$ cat src/rtl/alu_bist.sv
// alu_bist: built-in self-test sequencer for a combinational ALU.
// It walks every operation select with pseudo-random operand pairs from two
// LFSRs and folds each ALU response into a 32-bit MISR signature. At the end
// of the run it compares the signature with a golden value.
// Optional feature macro: ALU_BIST_FLAGS_EN. When it is defined, the ALU flags
// (zero, overflow, carry-out) are folded into MISR bits [2:0].
module alu_bist #(
  parameter int          WIDTH   = 32,
  parameter int          VECTORS = 16,
  parameter logic [31:0] SEED    = 32'h0000_0001
) (
  input  logic             clk,
  input  logic             reset,
  input  logic             start,
  input  logic [31:0]      expected_sig,
  output logic [2:0]       alu_S,
  output logic [WIDTH-1:0] alu_A,
  output logic [WIDTH-1:0] alu_B,
  input  logic [WIDTH-1:0] alu_out,
  input  logic             alu_zero,
  input  logic             alu_overflow,
  input  logic             alu_cout,
  output logic             busy,
  output logic             done,
  output logic             pass,
  output logic [31:0]      signature
);

  // A single vector per select still needs a one-bit counter.
  localparam int          VW       = (VECTORS > 1) ? $clog2(VECTORS) : 1;
  localparam logic [VW-1:0] VEC_LAST = VW'(VECTORS - 1);
  localparam logic [31:0] POLY     = 32'h0040_0007;
  localparam logic [2:0]  OP_LAST  = 3'd7;

  typedef enum logic [1:0] {
    IDLE = 2'd0,
    RUN  = 2'd1,
    DONE = 2'd2
  } state_t;

  // Galois-style shift shared by both operand LFSRs and the MISR.
  function automatic logic [31:0] lfsr_step(input logic [31:0] l);
    lfsr_step = {l[30:0], 1'b0} ^ (l[31] ? POLY : 32'h0000_0000);
  endfunction

  // One MISR compression step: shift with feedback, then inject the response.
  function automatic logic [31:0] misr_step(input logic [31:0] s, input logic [31:0] d);
    misr_step = lfsr_step(s) ^ d;
  endfunction

  state_t            state_r, state_s;
  logic [31:0]       lfsr_a_r, lfsr_a_s;
  logic [31:0]       lfsr_b_r, lfsr_b_s;
  logic [2:0]        op_r, op_s;
  logic [VW-1:0]     vec_r, vec_s;
  logic [31:0]       sig_r, sig_s;
  logic              busy_r, busy_s;
  logic              done_r, done_s;
  logic              pass_r, pass_s;
  logic [31:0]       data_s;
  logic [31:0]       misr_s;
  logic              last_s;

`ifndef ALU_BIST_FLAGS_EN
  // Flags do not contribute to the signature in this build.
  logic unused_flags_s;
  assign unused_flags_s = alu_zero ^ alu_overflow ^ alu_cout;
`endif

  // Build the MISR input word from the ALU response.
  always_comb begin
    data_s = 32'h0000_0000;
    data_s[WIDTH-1:0] = alu_out;
`ifdef ALU_BIST_FLAGS_EN
    data_s[2:0] = data_s[2:0] ^ {alu_zero, alu_overflow, alu_cout};
`endif
  end

  assign misr_s = misr_step(sig_r, data_s);
  assign last_s = (op_r == OP_LAST) && (vec_r == VEC_LAST);

  // Next-state and next-value logic for the sequencer.
  always_comb begin
    state_s  = state_r;
    lfsr_a_s = lfsr_a_r;
    lfsr_b_s = lfsr_b_r;
    op_s     = op_r;
    vec_s    = vec_r;
    sig_s    = sig_r;
    busy_s   = busy_r;
    done_s   = done_r;
    pass_s   = pass_r;
    case (state_r)
      IDLE, DONE: begin
        if (start) begin
          state_s  = RUN;
          lfsr_a_s = SEED;
          lfsr_b_s = ~SEED;
          op_s     = 3'd0;
          vec_s    = '0;
          sig_s    = 32'h0000_0000;
          busy_s   = 1'b1;
          done_s   = 1'b0;
          pass_s   = 1'b0;
        end else begin
          state_s = state_r;
        end
      end
      RUN: begin
        // Every RUN edge absorbs the response to the vector currently driven.
        sig_s = misr_s;
        if (last_s) begin
          // Operands and select hold their final values in DONE.
          state_s = DONE;
          busy_s  = 1'b0;
          done_s  = 1'b1;
          pass_s  = (misr_s == expected_sig);
        end else begin
          lfsr_a_s = lfsr_step(lfsr_a_r);
          lfsr_b_s = lfsr_step(lfsr_b_r);
          if (vec_r == VEC_LAST) begin
            vec_s = '0;
            op_s  = op_r + 3'd1;
          end else begin
            vec_s = vec_r + VW'(1);
            op_s  = op_r;
          end
        end
      end
      default: begin
        state_s = IDLE;
        busy_s  = 1'b0;
        done_s  = 1'b0;
        pass_s  = 1'b0;
      end
    endcase
  end

  // State and datapath registers; reset aborts any run and zeroes all outputs.
  always_ff @(posedge clk or posedge reset) begin
    if (reset) begin
      state_r  <= IDLE;
      lfsr_a_r <= 32'h0000_0000;
      lfsr_b_r <= 32'h0000_0000;
      op_r     <= 3'd0;
      vec_r    <= '0;
      sig_r    <= 32'h0000_0000;
      busy_r   <= 1'b0;
      done_r   <= 1'b0;
      pass_r   <= 1'b0;
    end else begin
      state_r  <= state_s;
      lfsr_a_r <= lfsr_a_s;
      lfsr_b_r <= lfsr_b_s;
      op_r     <= op_s;
      vec_r    <= vec_s;
      sig_r    <= sig_s;
      busy_r   <= busy_s;
      done_r   <= done_s;
      pass_r   <= pass_s;
    end
  end

  assign alu_S     = op_r;
  assign alu_A     = lfsr_a_r[WIDTH-1:0];
  assign alu_B     = lfsr_b_r[WIDTH-1:0];
  assign busy      = busy_r;
  assign done      = done_r;
  assign pass      = pass_r;
  assign signature = sig_r;

endmodule

$ cat config.mk
export PLATFORM = sky130hd
export DESIGN_NAME = alu_bist
export DESIGN_NICKNAME = d
export VERILOG_FILES = /design/src/rtl/alu_bist.sv
export SDC_FILE = /design/constraint.sdc
export NUM_CORES = 1
export LEC_CHECK = 0
export CAP_MARGIN = 10
export CORE_MARGIN = 2
export CORE_UTILIZATION = 37
export CTS_CLUSTER_SIZE = 10
export DETAILED_ROUTE_END_ITERATION = 12
export PLACE_DENSITY = 0.66
export SETUP_SLACK_MARGIN = 0.2
export SYNTH_ARGS = -nofsm -noshare
export SYNTH_HDL_FRONTEND = slang
export SYNTH_SLANG_ARGS = --single-unit
export TNS_END_PERCENT = 100
$ cat constraint.sdc
create_clock -name clk -period 3.5 [get_ports clk]
set_input_delay 0.35 -clock clk [delete_from_list [all_inputs] [get_ports clk]]
set_output_delay 0.35 -clock clk [all_outputs]
set_load 0.01 [all_outputs]
==> results of run 1 <==
## routing by layer
layer,wire [um],vias to the layer above
met4,217,0
met5,0,-
li1,-,2008
met3,843,11
met2,6640,105
met1,6070,2046
## cells by family (layout without fill, tap and decap cells)
| logic type | count (synthesis) | count (layout) |
|---|---|---|
| fa+ha+maj | 3 | 3 |
| mux | 3 | 3 |
| buf+inv | 38 | 196 |
| xor+xnor | 73 | 73 |
| compound gates | 48 | 48 |
| simple gates | 243 | 243 |
| flops | 107 | 107 |
## cell usage in the layout (no fill, tap or decap), types with 2 or more instances in the layout
master and count:
clkdlybuf4s50_1 168, dfrtp_1 107, nand2_1 98, nor2_1 64
xnor2_1 41, o21ai_0 34, nand3_1 32, nor3_1 32
xnor3_1 31, clkbuf_16 9, nand4_1 7, buf_4 6
o31ai_1 3, a22o_1 3, inv_1 3, mux2i_1 3
a31oi_1 3, ha_1 3, bufinv_16 2, inv_6 2
## worst min-delay path: stages, from the launching register on
cell and delay [ns]:
dfrtp_1 0.36, nand2_1 0.05, nand2_1 0.05
## worst max path at each step
stage                     slack [ns]   endpoint     start  cells after the start
after floorplan                 0.33   alu_A[0]     reset                      1
after global placement          1.10  alu_B[22]     start                      7
after detailed placement        1.04  alu_B[22]     start                      7
after CTS                       1.17  alu_A[18]  alu_S[0]                      9
after global routing            0.97   alu_B[2]  alu_S[0]                      9
final                           1.17   alu_B[1]  alu_S[0]                      9
## power groups by stage
stage	clock network [uW]	logic, uW	registers, uW
final	1120	3460	2320
after detailed placement	0	3480	2340
after global placement	0	3410	2320
after CTS	1150	3500	2330
after floorplan	0	1840	2450
after global routing	1190	3780	2420
## final cells by class
type	instances	area, um^2	share of cell area, %
repair buffers	175	1750	23.3
clock inverters	5	82.6	1.10
clock buffers	11	243	3.24
multi-input cells	370	2490	33.2
well taps	180	225	3.01
inverters	5	21.3	0.284
flip-flops and latches	107	2680	35.8
## metrics by stage
step	util [%]	hold WS [ns]	power, uW
after floorplan	-	0.466	4290
after global placement	51.2	0.475	5730
after detailed placement	51.2	0.484	5820
after CTS	53.5	0.499	6980
after global routing	53.5	0.528	7390
final	53.5	0.494	6900
## flip-flops by register name, summed over array words and instances, names as in the netlist, 3 cells and up
signal and count:
alu_A 32, alu_B 32, signature 32, vec_r 4
alu_S 3
==> flow_summary.ini, run 1 <==
[outcome]
status = finished clean

[drt]
initialDrtViolationCount = 268
first_pass_iters = 5
num_vias = 4170
drcViolationCount = 0
routed_via_density = 4.89
wire_per_inst_um = 16.1
wl_um = 13800
antenna_left = 0

[worst_setup_path]
worstRegToRegCells = 9
cp.required_ns = 3.77
rr_endpoint = alu_B[1]
path_cells = ha_1 -> ha_1 -> nand4_2 -> a21oi_4 -> buf_4 -> inv_2 -> buf_4 -> nor2_1 -> a31oi_1
cp_data_arrival_time_ns = 2.60
startpoint_type = flop
crit_slowest_cell = buf_4
r2r_start = alu_S[0]
crit_buf_inv = 3
worstSetupPathType = reg -> reg
critical_path_peak_fanout = 66
critPathTopFamily = buffers and inverters
cpPeakStageDelay_ns = 0.53
critPathCaptureType = flop
r2r_slack_ns = 1.17

[timing]
final_max_slew_viol_count = 0
max_slew_margin_pct = 47.4
worst_slew_pin_slew_ns = 0.789
period_needed_ns = 2.33
timing.final.crit_share_pct = 66.6
setup_ws_ns = 1.17
setup_tns_ns = 0
finalClockSkew_ns = 0.00470
hold_violations = 0
rsz0062_at_grt = false
setup_viol = 0
max_freq_ghz = 0.429

[clocking]
cts.sinks = 107
cts.path.max_buffers = 2
cts_buffers = 9
post-cts-setup-buffer-count = 0
root_buffer = clkbuf_16
cts_resized = 0
holdBufCountCts = 0
clkTransAtPathRegs_ns = 0.07
cts-htree-levels = 3
cts_tree = yes
clkLatencyLatePin_ns = 0.35

[floorplanning]
io_pins = 172
dieWidth_um = 124
row_count = 43
fp.dieH_um = 124
core_area_um2 = 14000
fp.dieArea_um2 = 15400
initial_core_util_pct = 38.1

[global_routing]
grt_pass1_wl_um = 21500
grt-ovfl-total = 0
grtUsageMet2_pct = 29.1
grt_pass1_vias = 4073
grt_use_met3_pct = 5.31
grt_max_degree = 67
grt.total_usage_pct = 18.3
antenna_found_initial = 0
use_met1_pct = 24.6
grt-busiest-layer = met2

[synth]
ys_seq_area_share_pct = 50.2
syn_area_per_cell_um2 = 10.3
synth_nets = 588
synth_edf_count = 0
yosys.area_share.simple_pct = 19.5
synth.distinct_cells = 35
synth-xor-area-share_pct = 20.3
synth_area_leader_cell = dfrtp_1
synth_commonest_cells = dfrtp_1, nand2_1, nor2_1, xnor2_1, o21ai_0
yosysMostFrequentCell = dfrtp_1
ys_top_cells_by_area = dfrtp_1, xnor3_1, nand2_1
synthAdderAreaFrac_pct = 0.704
async_flop_share_pct = 100
synth_top_flop_cell = dfrtp_1
synth_compound_area_share_pct = 5.33
syn_area_um2 = 5330
ys_ff_latch = 107
postSynthCellCount = 515
synth_top_family_by_area = XOR/XNOR gates
synth_mux_area_share_pct = 0.564
synth_top_area_share_pct = 50.2
ys_warn_count = 0

[min_path]
hp-start = alu_A[10]
worstHoldPathCells = 2
whs_endpoint = alu_A[10]
hold_path.class = reg -> reg

[pwr]
seq_power_share_pct = 33.7
p_int_uw = 4370
switching_share_pct = 36.7
power.share.clock_pct = 16.2
leakage_uw = 0.00332
power.switching_uw = 2530
p_per_area_nw_per_um2 = 922
irDropWorstVdd_mv = 0.403
p_comb_share_pct = 50.1

[final_layout]
syn_to_final_growth_pct = 40.4
drive_above_1_share_pct = 4.46
diodes = 0
fillers = 1259
final_area_um2 = 7480
final_nets = 741
fin_cells = 853

[placed_design]
post-place-ws_ns = 1.04
hpwl_um = 9590
place_inst = 837
dpl_cell_area_um2 = 7160
portBuffers = 168
routabilityCongestion = 0.820

[run]
drv_cap = 0
Note: power is estimated with default switching activity, not from simulation.
==> run 2, diff against run 1 <==
PLACE_DENSITY = 0.69   (was 0.66)
clock period = 2 ns   (was 3.5 ns; I/O delays follow)
==> run 2 against run 1 <==
Fmax up 34%. Combinational power up 90%. Register-to-register slack worse by 0.90 ns. Total power up 84%. Flip-flop and latch count unchanged. Count of clock-buffer cells in the layout unchanged. Critical endpoint is now alu_B[2]. Clock skew up 0.0035 ns. Sequential power up 77%. Core utilization up 2.2 points. First-iteration DRC count down 7.1%. Clock power up 77%. Critical path depth down 1.
==> flow_summary.ini, run 2 (synthesis gave the netlist of run 1 again) <==
[outcome]
status = finished clean

[floorplanning]
io_pins = 172
fp.dieArea_um2 = 15400
initial_core_util_pct = 38.1
row_count = 43
dieWidth_um = 124
core_area_um2 = 14000
fp.dieH_um = 124

[final_layout]
diodes = 0
fillers = 1200
final_nets = 756
multiInputGateArea_um2 = 2520
fin_cells = 868
final_common_cell = clkdlybuf4s50_1
layout_common_cells = clkdlybuf4s50_1, dfrtp_1, nand2_1
drive_above_1_share_pct = 7.41
final_area_um2 = 7790
regArea_um2 = 2680
finish.utilization_pct = 55.7
syn_to_final_growth_pct = 46.1

[global_routing]
grt.total_usage_pct = 18.6
antenna_found_initial = 0
grt_pass1_vias = 4117
grt_pass1_wl_um = 21700
grt-ovfl-total = 0
grt_max_degree = 38

[drt]
first_pass_iters = 5
drcViolationCount = 0
initialDrtViolationCount = 249
num_vias = 4260
wire_per_inst_um = 16.7
wl_um = 14500
antenna_left = 0
routed_via_density = 4.91

[pwr]
seq_power_share_pct = 32.4
p_int_uw = 8050
p_comb_share_pct = 52.0
leakage_uw = 0.00344
p_per_area_nw_per_um2 = 1630
irDropWorstVdd_mv = 0.785
power.switching_uw = 4610
power.share.clock_pct = 15.6
switching_share_pct = 36.4

[worst_setup_path]
worstSetupPathType = reg -> reg
startpoint_type = flop
critical_path_peak_fanout = 16
critPathCaptureType = flop
cp_data_arrival_time_ns = 1.94
cp.required_ns = 2.20

[clocking]
cts_buffers = 9
root_buffer = clkbuf_16
cts.path.max_buffers = 2
clkLatencyLatePin_ns = 0.35
cts_tree = yes
holdBufCountCts = 0
cts-htree-levels = 3
clkTransAtPathRegs_ns = 0.07
cts.sinks = 107

[run]
drv_cap = 0

[placed_design]
portBuffers = 168
dpl_cell_area_um2 = 7260
hpwl_um = 10100
post-place-ws_ns = 0.141
routabilityCongestion = 0.814
place_inst = 842

[timing]
rsz0062_at_grt = true
hold_violations = 0
setup_ws_ns = 0.264
max_slew_margin_pct = 55.5
setup_viol = 0
worst_slew_pin_slew_ns = 0.665
final_max_slew_viol_count = 0
setup_tns_ns = 0
timing.final.crit_share_pct = 86.8
max_freq_ghz = 0.576
period_needed_ns = 1.74
finalClockSkew_ns = 0.00825

[min_path]
hold_path.class = in -> async
[run 2: path summary, 6_finish.rpt]
| kind | from | end | slack (ns) | depth (start not counted) |
|---|---|---|---|---|
| min in group clk | alu_A[27] | alu_A[27] | 0.49 | 2 |
| worst max-delay path | alu_S[1] | alu_B[2] | 0.26 | 8 |
| worst max register to register | alu_S[1] | alu_B[2] | 0.26 | 8 |
| worst min register to register | alu_A[27] | alu_A[27] | 0.49 | 2 |
| max in group asynchronous | reset | alu_B[25] | 1.11 | 3 |
| worst min-delay path | reset | alu_A[13] | 0.30 | 2 |
[run 2: routing by layer]
metal | vias up | track usage (%) | part of all wire, %
li1 | 2043 | - | -
met1 | 2080 | 24.5 | 44
met5 | - | 0 | 0
met3 | 14 | 4.44 | 5.5
met2 | 123 | 30.2 | 49
met4 | 0 | 6.11 | 1.7
[run 2: critical path: stages (launching register included)]
cell and delay [ns]:
dfrtp_1 0.38, ha_2 0.20, ha_4 0.15, nand4_4 0.12, a21oi_4 0.30, inv_4 0.11, buf_12 0.17, nor2_1 0.09
a31oi_1 0.06
[run 2: stage by stage]
| step | hold WS [ns] | power [uW] |
|---|---|---|
| after CTS | 0.316 | 12500 |
| after detailed placement | 0.484 | 10400 |
| final | 0.300 | 12700 |
| after floorplan | 0.375 | 7520 |
| after global placement | 0.475 | 10200 |
| after global routing | 0.350 | 13500 |
[run 2: repair_timing]
item | CTS | global route
endpoints found under the setup margin | 65 | 62
gates cloned | 1 | 4
hold endpoints to repair | 0 | 0
pin swaps | 1 | 2
gates resized for setup | 3 | 8
setup buffers | 2 | 3
[run 2: area by class of cell]
class	count	area share (%)
inverters	5	0.321
well taps	180	2.89
multi-input cells	370	32.3
clock buffers	11	3.25
repair buffers	190	25.8
clock inverters	5	1.08
flip-flops and latches	107	34.4
[run 2: power by group through the flow]
stage | registers, uW | clock network, uW | logic, uW
floorplan | 4290 | 0 | 3220
global placement | 4050 | 0 | 6120
detailed placement | 4120 | 0 | 6240
CTS | 4090 | 2040 | 6380
global route | 4250 | 2130 | 7140
finish | 4100 | 1980 | 6580
==> run 3, diff against run 2 <==
SLEW_MARGIN = 0   (was unset)
TNS_END_PERCENT = 5   (was 100)
==> run 3 against run 2 <==
Design area is 0.67% lower. Combinational power is 2% lower. Sequential power hardly changed. Sequential share of layout area is 0.23 points higher. Total power is 0.84% lower. Die area stayed put. Worst setup slack worse by 0.018 ns. Clock skew is 0.00084 ns lower. Register-to-register slack worse by 0.02 ns. Count of clock-buffer cells in the layout stayed put. Largest power group unchanged.
==> flow_summary.ini, run 3 (synthesis gave the netlist of run 1 again) <==
[outcome]
status = finished clean

[clocking]
holdBufCountCts = 0
clkTransAtPathRegs_ns = 0.07
cts.sinks = 107
cts-htree-levels = 3
clkLatencyLatePin_ns = 0.35
root_buffer = clkbuf_16
cts.path.max_buffers = 2
cts_buffers = 9
cts_tree = yes

[timing]
final_max_slew_viol_count = 0
rsz0062_at_grt = true
setup_viol = 0
hold_violations = 0
worst_slew_pin_slew_ns = 0.664
max_freq_ghz = 0.570
period_needed_ns = 1.75
setup_ws_ns = 0.246
setup_tns_ns = 0
max_slew_margin_pct = 55.7
timing.final.crit_share_pct = 87.7
finalClockSkew_ns = 0.00742

[worst_setup_path]
worstRegToRegCells = 8
critPathCaptureType = flop
critical_path_peak_fanout = 16
cpPeakStageDelay_ns = 0.38
r2r_start = alu_S[1]
rr_endpoint = alu_B[17]
crit_slowest_cell = dfrtp_1
critPathTopFamily = flip-flops
worstSetupPathType = reg -> reg
crit_buf_inv = 2
cp.required_ns = 2.28
r2r_slack_ns = 0.25
cp_data_arrival_time_ns = 2.03
startpoint_type = flop
path_cells = ha_2 -> ha_4 -> nand4_4 -> a21oi_4 -> buf_4 -> clkbuf_16 -> nor3_1 -> nor2_1

[pwr]
leakage_uw = 0.00341
p_per_area_nw_per_um2 = 1620
irDropWorstVdd_mv = 0.785

[final_layout]
drive_above_1_share_pct = 6.86
fillers = 1204
final_common_cell = clkdlybuf4s50_1
multiInputGateArea_um2 = 2510
regArea_um2 = 2680
final_nets = 753
diodes = 0
layout_common_cells = clkdlybuf4s50_1, dfrtp_1, nand2_1
syn_to_final_growth_pct = 45.2

[floorplanning]
fp.dieH_um = 124
io_pins = 172
row_count = 43
dieWidth_um = 124
initial_core_util_pct = 38.1
fp.dieArea_um2 = 15400
core_area_um2 = 14000

[global_routing]
grt_pass1_vias = 4117
grt-ovfl-total = 0
grt.total_usage_pct = 18.6
grt_pass1_wl_um = 21700
grt_max_degree = 38
antenna_found_initial = 0

[drt]
antenna_left = 0
num_vias = 4230
routed_via_density = 4.89
first_pass_iters = 4
initialDrtViolationCount = 221
wire_per_inst_um = 16.6
drcViolationCount = 0
wl_um = 14400

[min_path]
hold_path.class = in -> async

[run]
drv_cap = 0

[placed_design]
portBuffers = 168
post-place-ws_ns = 0.141
hpwl_um = 10100
routabilityCongestion = 0.814
## run 3: changes by cell type in the layout (fill, tap and decap cells not counted), sizes merged
cell	delta
clkbuf	-1
buf	-2
## run 3: through the flow
| stage | instances | utilization [%] | power [uW] | cell area [um^2] | hold slack, ns |
|---|---|---|---|---|---|
| 2_1_floorplan | 515 | - | 7520 | 5330 | 0.375 |
| 3_3_place_gp | 842 | 51.9 | 10200 | 7260 | 0.475 |
| 3_5_place_dp | 842 | 51.9 | 10400 | 7260 | 0.484 |
| 4_1_cts | 861 | 54.7 | 12500 | 7650 | 0.316 |
| 5_1_grt | 865 | 55.3 | 13400 | 7730 | 0.350 |
| 6_report | 865 | 55.3 | 12600 | 7730 | 0.300 |
## run 3: how the worst max path moves through the flow
stage / from / to / cells past startpoint
2_1_floorplan: alu_S[0] / alu_B[31] / 9
3_5_place_dp: alu_S[0] / alu_B[20] / 7
4_1_cts: alu_S[1] / alu_B[3] / 8
3_3_place_gp: alu_out[18] / pass / 5
6_report: alu_S[1] / alu_B[17] / 8
5_1_grt: alu_S[1] / alu_B[2] / 8
## run 3: power by group
| group | total [uW] | switching (uW) | internal, uW |
|---|---|---|---|
| logic | 6480 | 2770 | 3710 |
| clock network | 1980 | 805 | 1170 |
| registers | 4100 | 984 | 3110 |
## run 3: routing by layer
metal	GRT usage, %	up-vias	share of wire [%]
met5	0	-	0
met4	6.11	0	2.0
met3	4.44	17	5.6
met2	30.2	121	48
met1	24.5	2053	44
li1	-	2039	-
## run 3: repair_timing
action | CTS | global route
cloned | 1 | 2
pin swaps | 1 | 1
gates resized for setup | 3 | 5
setup buffers | 2 | 2
endpoints found under the setup margin | 65 | 62
## run 3: cell type report
| type | instances | area share (%) |
|---|---|---|
| inverter | 5 | 0.291 |
| timing repair buffer | 187 | 25.3 |
| clock inverter | 5 | 1.08 |
| sequential | 107 | 34.6 |
| tap | 180 | 2.91 |
| clock buffer | 11 | 3.27 |
| multi-input combinational | 370 | 32.5 |
